<file path="config.mk">
export PLATFORM = sky130hd
export DESIGN_NAME = saph_pix_extract
export DESIGN_NICKNAME = d
export VERILOG_FILES = /design/src/rtl/saph_pix_extract.sv
export SDC_FILE = /design/constraint.sdc
export NUM_CORES = 1
export LEC_CHECK = 0
export BUFFER_PORTS_ARGS = -buffer_cell sky130_fd_sc_hd__buf_4
export CAP_MARGIN = 5
export CORE_UTILIZATION = 50
export CTS_CLUSTER_SIZE = 25
export DETAILED_ROUTE_END_ITERATION = 10
export PLACE_DENSITY_LB_ADDON = 0.15
export SLEW_MARGIN = 25
export SYNTH_ARGS = -nofsm -noshare
export SYNTH_HDL_FRONTEND = slang
export SYNTH_SLANG_ARGS = --single-unit
export TNS_END_PERCENT = 5
</file>
<file path="constraint.sdc">
create_clock -name clk -period 3.75 [get_ports clk]
set_input_delay 0.75 -clock clk [delete_from_list [all_inputs] [get_ports clk]]
set_output_delay 0.75 -clock clk [all_outputs]
set_load 0.01 [all_outputs]
</file>
<file path="src/rtl/saph_pix_extract.sv">
// Splits 32-bit packed words into 1..32 bpp pixels, right-aligned, one per pixel handshake.
// Latency: start -> word_ready next cycle; word accept -> pix_valid next cycle; 1 pixel/cycle sustained.
// Backpressure: pix_ready low holds shreg/idx/remaining; words are pulled only when the span needs them.
module saph_pix_extract #(
  parameter int LEN_W = 16
) (
  input  logic             clk,
  input  logic             rst_n,
  input  logic             start,
  input  logic [2:0]       bpp_log,
  input  logic [4:0]       skip,
  input  logic [LEN_W-1:0] count,
  output logic             busy,
  input  logic             word_valid,
  output logic             word_ready,
  input  logic [31:0]      word_data,
  output logic             pix_valid,
  input  logic             pix_ready,
  output logic [31:0]      pix_data,
  output logic             pix_last
);

  typedef enum logic [1:0] {IDLE, LOAD, EMIT} state_t;

  state_t           state;
  logic [31:0]      shreg;
  logic [4:0]       idx;
  logic [LEN_W-1:0] remaining;
  logic             first;
  logic [2:0]       bpp_r;
  logic [4:0]       skip_r;

  logic [4:0]  last_idx;
  logic [31:0] mask;
  logic [31:0] sh_amt;
  logic        end_of_word;
  logic        last_pix;
  logic        pix_xfer;
  logic        word_xfer;

  // ppw-1 doubles as the skip modulo mask and the end-of-word index
  assign last_idx    = 5'd31 >> bpp_r;
  assign mask        = (bpp_r == 3'd5) ? 32'hFFFF_FFFF : ((32'd1 << (32'd1 << bpp_r)) - 32'd1);
  assign sh_amt      = {27'd0, idx} << bpp_r;
  assign end_of_word = (idx == last_idx);
  assign last_pix    = (remaining == LEN_W'(1));

  assign busy       = (state != IDLE);
  assign pix_valid  = (state == EMIT);
  assign pix_data   = pix_valid ? ((shreg >> sh_amt) & mask) : 32'd0;
  assign pix_last   = pix_valid & last_pix;
  assign word_ready = (state == LOAD) |
                      ((state == EMIT) & pix_ready & end_of_word & (remaining > LEN_W'(1)));
  assign pix_xfer   = pix_valid & pix_ready;
  assign word_xfer  = word_valid & word_ready;

  always_ff @(posedge clk or negedge rst_n) begin
    if (!rst_n) begin
      state     <= IDLE;
      shreg     <= '0;
      idx       <= '0;
      remaining <= '0;
      first     <= 1'b0;
      bpp_r     <= '0;
      skip_r    <= '0;
    end else begin
      case (state)
        IDLE: begin
          if (start && (count != '0) && (bpp_log <= 3'd5)) begin
            bpp_r     <= bpp_log;
            skip_r    <= skip;
            remaining <= count;
            first     <= 1'b1;
            state     <= LOAD;
          end
        end
        LOAD: begin
          if (word_xfer) begin
            shreg <= word_data;
            idx   <= first ? (skip_r & last_idx) : 5'd0;
            first <= 1'b0;
            state <= EMIT;
          end
        end
        EMIT: begin
          if (pix_xfer) begin
            remaining <= remaining - LEN_W'(1);
            if (last_pix) begin
              state <= IDLE;
            end else if (end_of_word) begin
              // fused reload keeps the stream gapless when upstream is ready
              if (word_xfer) begin
                shreg <= word_data;
                idx   <= 5'd0;
              end else begin
                state <= LOAD;
              end
            end else begin
              idx <= idx + 5'd1;
            end
          end
        end
        default: state <= IDLE;
      endcase
    end
  end

endmodule

</file>
# Word level (Yosys, flattened, before mapping)
# Cells that the tools add are included.
[op_classes]
n_addsub = 3
n_reduce_logical = 14
magnitude_cmp = 2
bitwise = 8
n_eq_ne = 13
muxes = 27
shift = 5
[ops]
columns = ["operator", "count"]
rows = [
  ["32-bit two-way mux", 6],
  ["32-bit one-hot mux with 2 select lines", 1],
  ["32-bit bitwise AND", 1],
  ["16-bit two-way mux", 2],
  ["16-bit one-hot mux with 2 select lines", 1],
  ["1-bit by 3-bit left shift with 32-bit output, first input constant", 1],
  ["1-bit by 32-bit left shift with 32-bit output, first input constant", 1],
  ["5-bit by 3-bit left shift with 32-bit output", 1],
  ["32-bit by 32-bit >> shifter with 32-bit output", 1],
  ["32-bit by 1-bit subtractor with 32-bit output, second input constant", 1],
  ["5-bit two-way mux", 6],
  ["16-bit by 1-bit equality test with 1-bit output, second input constant", 1],
  ["16-bit by 1-bit greater-than comparator with 1-bit output, second input constant", 1],
  ["16-bit nonzero test", 1],
  ["16-bit by 1-bit subtractor with 16-bit output, second input constant", 1],
  ["2-bit two-way mux", 6],
  ["5-bit one-hot mux with 2 select lines", 1],
  ["5-bit AND reduction", 2],
  ["2-bit nonzero test", 4],
  ["2-bit != test, second input constant", 3],
  ["2-bit one-hot mux with 3 select lines", 1],
  ["3-bit AND reduction", 2],
  ["5-bit by 1-bit adder with 5-bit output, second input constant", 1],
  ["1-bit bitwise AND", 5],
  ["18 further kinds", 21],
]
[word_totals]
inputBits = 61
out_inout_bits = 36
ff_bits = 64

# Logic depth before layout (Yosys ltp)
[depth]
depth_word = 11
ltp_mapped = 11
depth_no_buf = 8

# Least setup slack after synthesis
# No wires, ideal clock.
[synth_path]
path_type = "register to output"
start = "register idx[1]"
end = "output port pix_data[2]"
path_slack_ns = 0.326
arrival_time_ns = 2.674
required_time_ns = 3.000
stages_incl_launch_ff = 10
path_cell_list = "dfrtp_1 > buf_2 > o21a_1 > o21ai_1 > buf_2 > a41oi_1 > mux2_2 > mux2i_1 > mux2i_1 > a2111oi_0"
[synth_between]
elab_chain_len = 4
[synth_lines]
columns = ["element", "line_no", "rtl"]
rows = [
  ["start, declared", "27", "logic [4:0] idx;"],
  ["start signal, assigned", "80", "idx <= first ? (skip_r & last_idx) : 5'd0;"],
  ["start signal, assigned", "99", "idx <= idx + 5'd1;"],
  ["5-bit by 3-bit left shift with 32-bit output", "44", "assign sh_amt = {27'd0, idx} << bpp_r;"],
  ["32-bit by 32-bit >> shifter with 32-bit output", "50", "assign pix_data = pix_valid ? ((shreg >> sh_amt) & mask) : 32'd0;"],
  ["32-bit bitwise AND", "50", ""],
  ["32-bit two-way mux", "50", ""],
  ["end, declared", "19", "output logic [31:0] pix_data,"],
]
# Every way passes these cells.

# Worst setup path in the final report
[layout_path]
start = "register bpp_r[0]"
end = "output port pix_data[12]"
[layout_between]
elab_chain_len = 6
elab_cells_between_ends = 9
cone_classes = "add/sub: 1; eq/ne: 1; shift: 4; mux: 2; bitwise: 1"
[layout_lines]
columns = ["element", "line_no", "rtl"]
rows = [
  ["start, declared", "30", "logic [2:0] bpp_r;"],
  ["start signal, assigned", "70", "bpp_r <= bpp_log;"],
  ["1-bit by 3-bit left shift with 32-bit output", "43", "assign mask = (bpp_r == 3'd5) ? 32'hFFFF_FFFF : ((32'd1 << (32'd1 << bpp_r)) - 32'd1);"],
  ["1-bit by 32-bit left shift with 32-bit output", "43", ""],
  ["32-bit by 1-bit subtractor with 32-bit output", "43", ""],
  ["32-bit two-way mux", "43", ""],
  ["32-bit bitwise AND *", "50", ""],
  ["32-bit two-way mux *", "50", ""],
]
# Every way passes the cells marked *; elsewhere a longest branch is shown, timed or not.

==> impl_metrics.ini <==
[sta]
min_period_ns = 3.72
max_slew_margin_pct = 45.1
tightest_slew_ns = 0.824
hold-worst-slack_ns = 0.497
finalCritPeriodShare_pct = 99.2
hold_violations = 0
slew_violations = 0
rsz0062_at_grt = true
fin_ws_ns = 0.0294
fmax_mhz = 269
setup_viol_count_final = 0
clock_skew_ns = 0.0139

[floorplanning]
start_util_pct = 51.7
die_area_sq_mm = 0.0111
io_pins = 97
rows = 37
die_h_um = 106
die_x_um = 106
core_sq_mm = 0.0104

[run]
cap_violations = 0

[critical_path]
critPathMaxFanout = 7
end_kind = output port
critPathKind = reg2out
cp.arrival_ns = 2.97
cp-start-kind = register
required_ns = 3.00

[yosys]
synth_cell_types = 75
netlist_area_sq_mm = 0.00536
syn_avg_cell_area_sq_um = 8.66
synth-warning-count = 0
synth_top_area_share_pct = 29.9
yosys_most_used_dff = dfrtp_1
synth_top_cell_by_area = dfrtp_1
netlist_instances = 619
async_flop_share_pct = 100
synth_edf_count = 0
synth.area.top_cells = dfrtp_1 30%, mux2_2 6.5%, mux2i_1 5.0%, mux2_1 4.6%, o21ai_0 3.9%
synth-seq-cells = 64
ys_seq_area_share_pct = 29.9
synthesis.nets = 684

[placed_design]
gp_congestion = 0.935
placed_cells = 834
io_buffer_count = 96
hpwl_mm = 12.2
dp_slack_ns = -0.0909

[finish]
stdcell_count = 861
drive_gt1_share_pct = 34.1
ff_latch_area_sq_mm = 0.00161
fin_util_pct = 66.4
finalNetCount = 786
synthToLayoutAreaGrowth_pct = 28.4
num-fill-cells = 859
diodes = 0
multi_input_area_sq_mm = 0.00366

[clocking]
cts_tree = done
h-tree-depth = 3
cts.path.max_buffers = 2
cts_hold_buf = 0
cts_buffers = 9
clock_sinks = 64
clock_tree.root_cell = clkbuf_8
clkLatencyLatePin_ns = 0.36
clk_pin_slew_ns = 0.07

[routing]
wl_per_cell_um = 19.4
finalWirelength_mm = 16.7
ant_nets = 0
drt-initial-drc-count = 405
vias = 5460
avgViaCountPerCell = 6.34
drc = 0
drtPass1Iterations = 6

[run_status]
status = complete, no violations

[power]
power_density_mw_per_mm2 = 1070
clockPowerShare_pct = 9.2
fin_total_pwr_mw = 7.35
ir_worst_vdd_uv = 618
pwr-share-seq_pct = 19.9
p_leak_nw = 2.98
swShare_pct = 48.9
p_sw_mw = 3.59
p_int_mw = 3.76
power_frac_comb_pct = 70.9

[grt]
grt_pass1_vias = 5415
antenna_found_initial = 0
grt-ovfl-total = 0
gr-usage-all-layers_pct = 30.5
grt_pass1_wl_mm = 27.0
grt_max_degree = 65

[hold_path]
worstHoldPathType = in2async
## Yosys cell counts (all sizes together), types with 4 or more instances
cell type   n
a211oi     15
a21oi      39
a31oi       6
a41o        5
a41oi       9
and3       15
buf        26
clkbuf     32
dfrtp      64
ha          4
inv         7
mux2       53
mux2i      27
mux4        5
nand2      39
nand2b      8
nand3      22
nand4       4
nor2       54
nor2b       7
nor3       20
nor4        9
o211ai      5
o21a        4
o21ai      45
o22a        5
o22ai       6
o31ai      10
or2         5
or3         5
## routing by layer
layer / vias to the layer above / track usage, % / part of all wire, %
li1: 2575 / - / -
met4: 0 / 11.5 / 2.2
met1: 2611 / 39.0 / 43
met5: - / 0 / 0
met3: 38 / 5.19 / 6.4
met2: 236 / 51.6 / 49
## per-stage QoR
step	setup TNS [ns]	area (sq um)
after floorplan	0	5360
after global placement	-0.0457	6330
after detailed placement	-0.0909	6330
after CTS	-0.0372	6720
after global routing	-0.240	6880
final	0	6880
## final cells by class
cell class | instances | area share [%]
Multi-Input combinational cell | 490 | 53.2
Tap cell | 136 | 2.47
Sequential cell | 64 | 23.4
Clock inverter | 3 | 0.945
Clock buffer | 12 | 2.25
Inverter | 7 | 0.382
Timing Repair Buffer | 149 | 17.3
## worst max-delay path, stage by stage, from the launching register on
cell     delay [ns]
dfrtp_2        0.46
buf_8          0.14
a21o_1         0.20
o21ai_4        0.18
buf_6          0.17
a41oi_2        0.16
mux2_4         0.34
mux2_4         0.29
or4_4          0.44
o31ai_4        0.08
buf_4          0.16
## cell usage in the layout, fill, tap and decap left out, types with 7 or more instances in the layout
cell type	instances
buf_6	8
inv_1	7
mux2_2	29
mux2_1	22
mux2i_1	23
nor3_1	20
a21oi_1	36
a41oi_1	8
nand3_1	22
nor2_1	53
dfrtp_1	58
and3_1	15
buf_4	137
o31ai_1	7
a211oi_1	10
o21ai_0	41
clkbuf_8	11
nor4_1	8
nand2_1	37
nand2b_1	8
nor2b_1	7
## sequential cells by signal, summed over array words and instances, names as in the netlist
signal,count
bpp_r,3
first,1
idx,5
remaining,16
shreg,32
skip_r,5
state,2
## cell families (layout without fill, tap and decap cells)
family,Yosys count,in the layout,synth area share [%]
flops,64,64,29.9
simple gates,204,204,19.3
buf+inv,65,171,5.56
mux,85,85,18.3
fa+ha+maj,4,4,0.934
compound gates,194,194,25.6
other cells,1,1,0.0700
xor+xnor,2,2,0.327
## power by group through the flow
stage	combinational, mW	clock (mW)	sequential (mW)
final	5.21	0.678	1.46
after global routing	5.62	0.716	1.51
after CTS	4.84	0.690	1.44
after detailed placement	4.56	0	1.44
after global placement	4.52	0	1.41
after floorplan	3.34	0	1.26
## path summary, 6_finish.rpt
kind                       cells after the start      endpoint  slack, ns    startpoint
setup / recovery                              10  pix_data[12]       0.03      bpp_r[0]
hold / removal                                 1     shreg[17]       0.50         rst_n
setup reg to reg                               7     shreg[26]       0.66  remaining[6]
hold reg to reg                                1     skip_r[1]       0.51     skip_r[1]
max in group asynchronous                      1      bpp_r[0]       2.67         rst_n
min in group clk                               1     skip_r[1]       0.51     skip_r[1]
## what timing repair did
item | in CTS | in global routing
resized for setup | 29 | 29
endpoints found under the hold margin | 0 | 0
gates cloned | 1 | 0
pin swaps | 3 | 3
setup buffers | 6 | 5
setup endpoints to repair | 10 | 13
No activity file was read; power rests on OpenSTA's default activity.
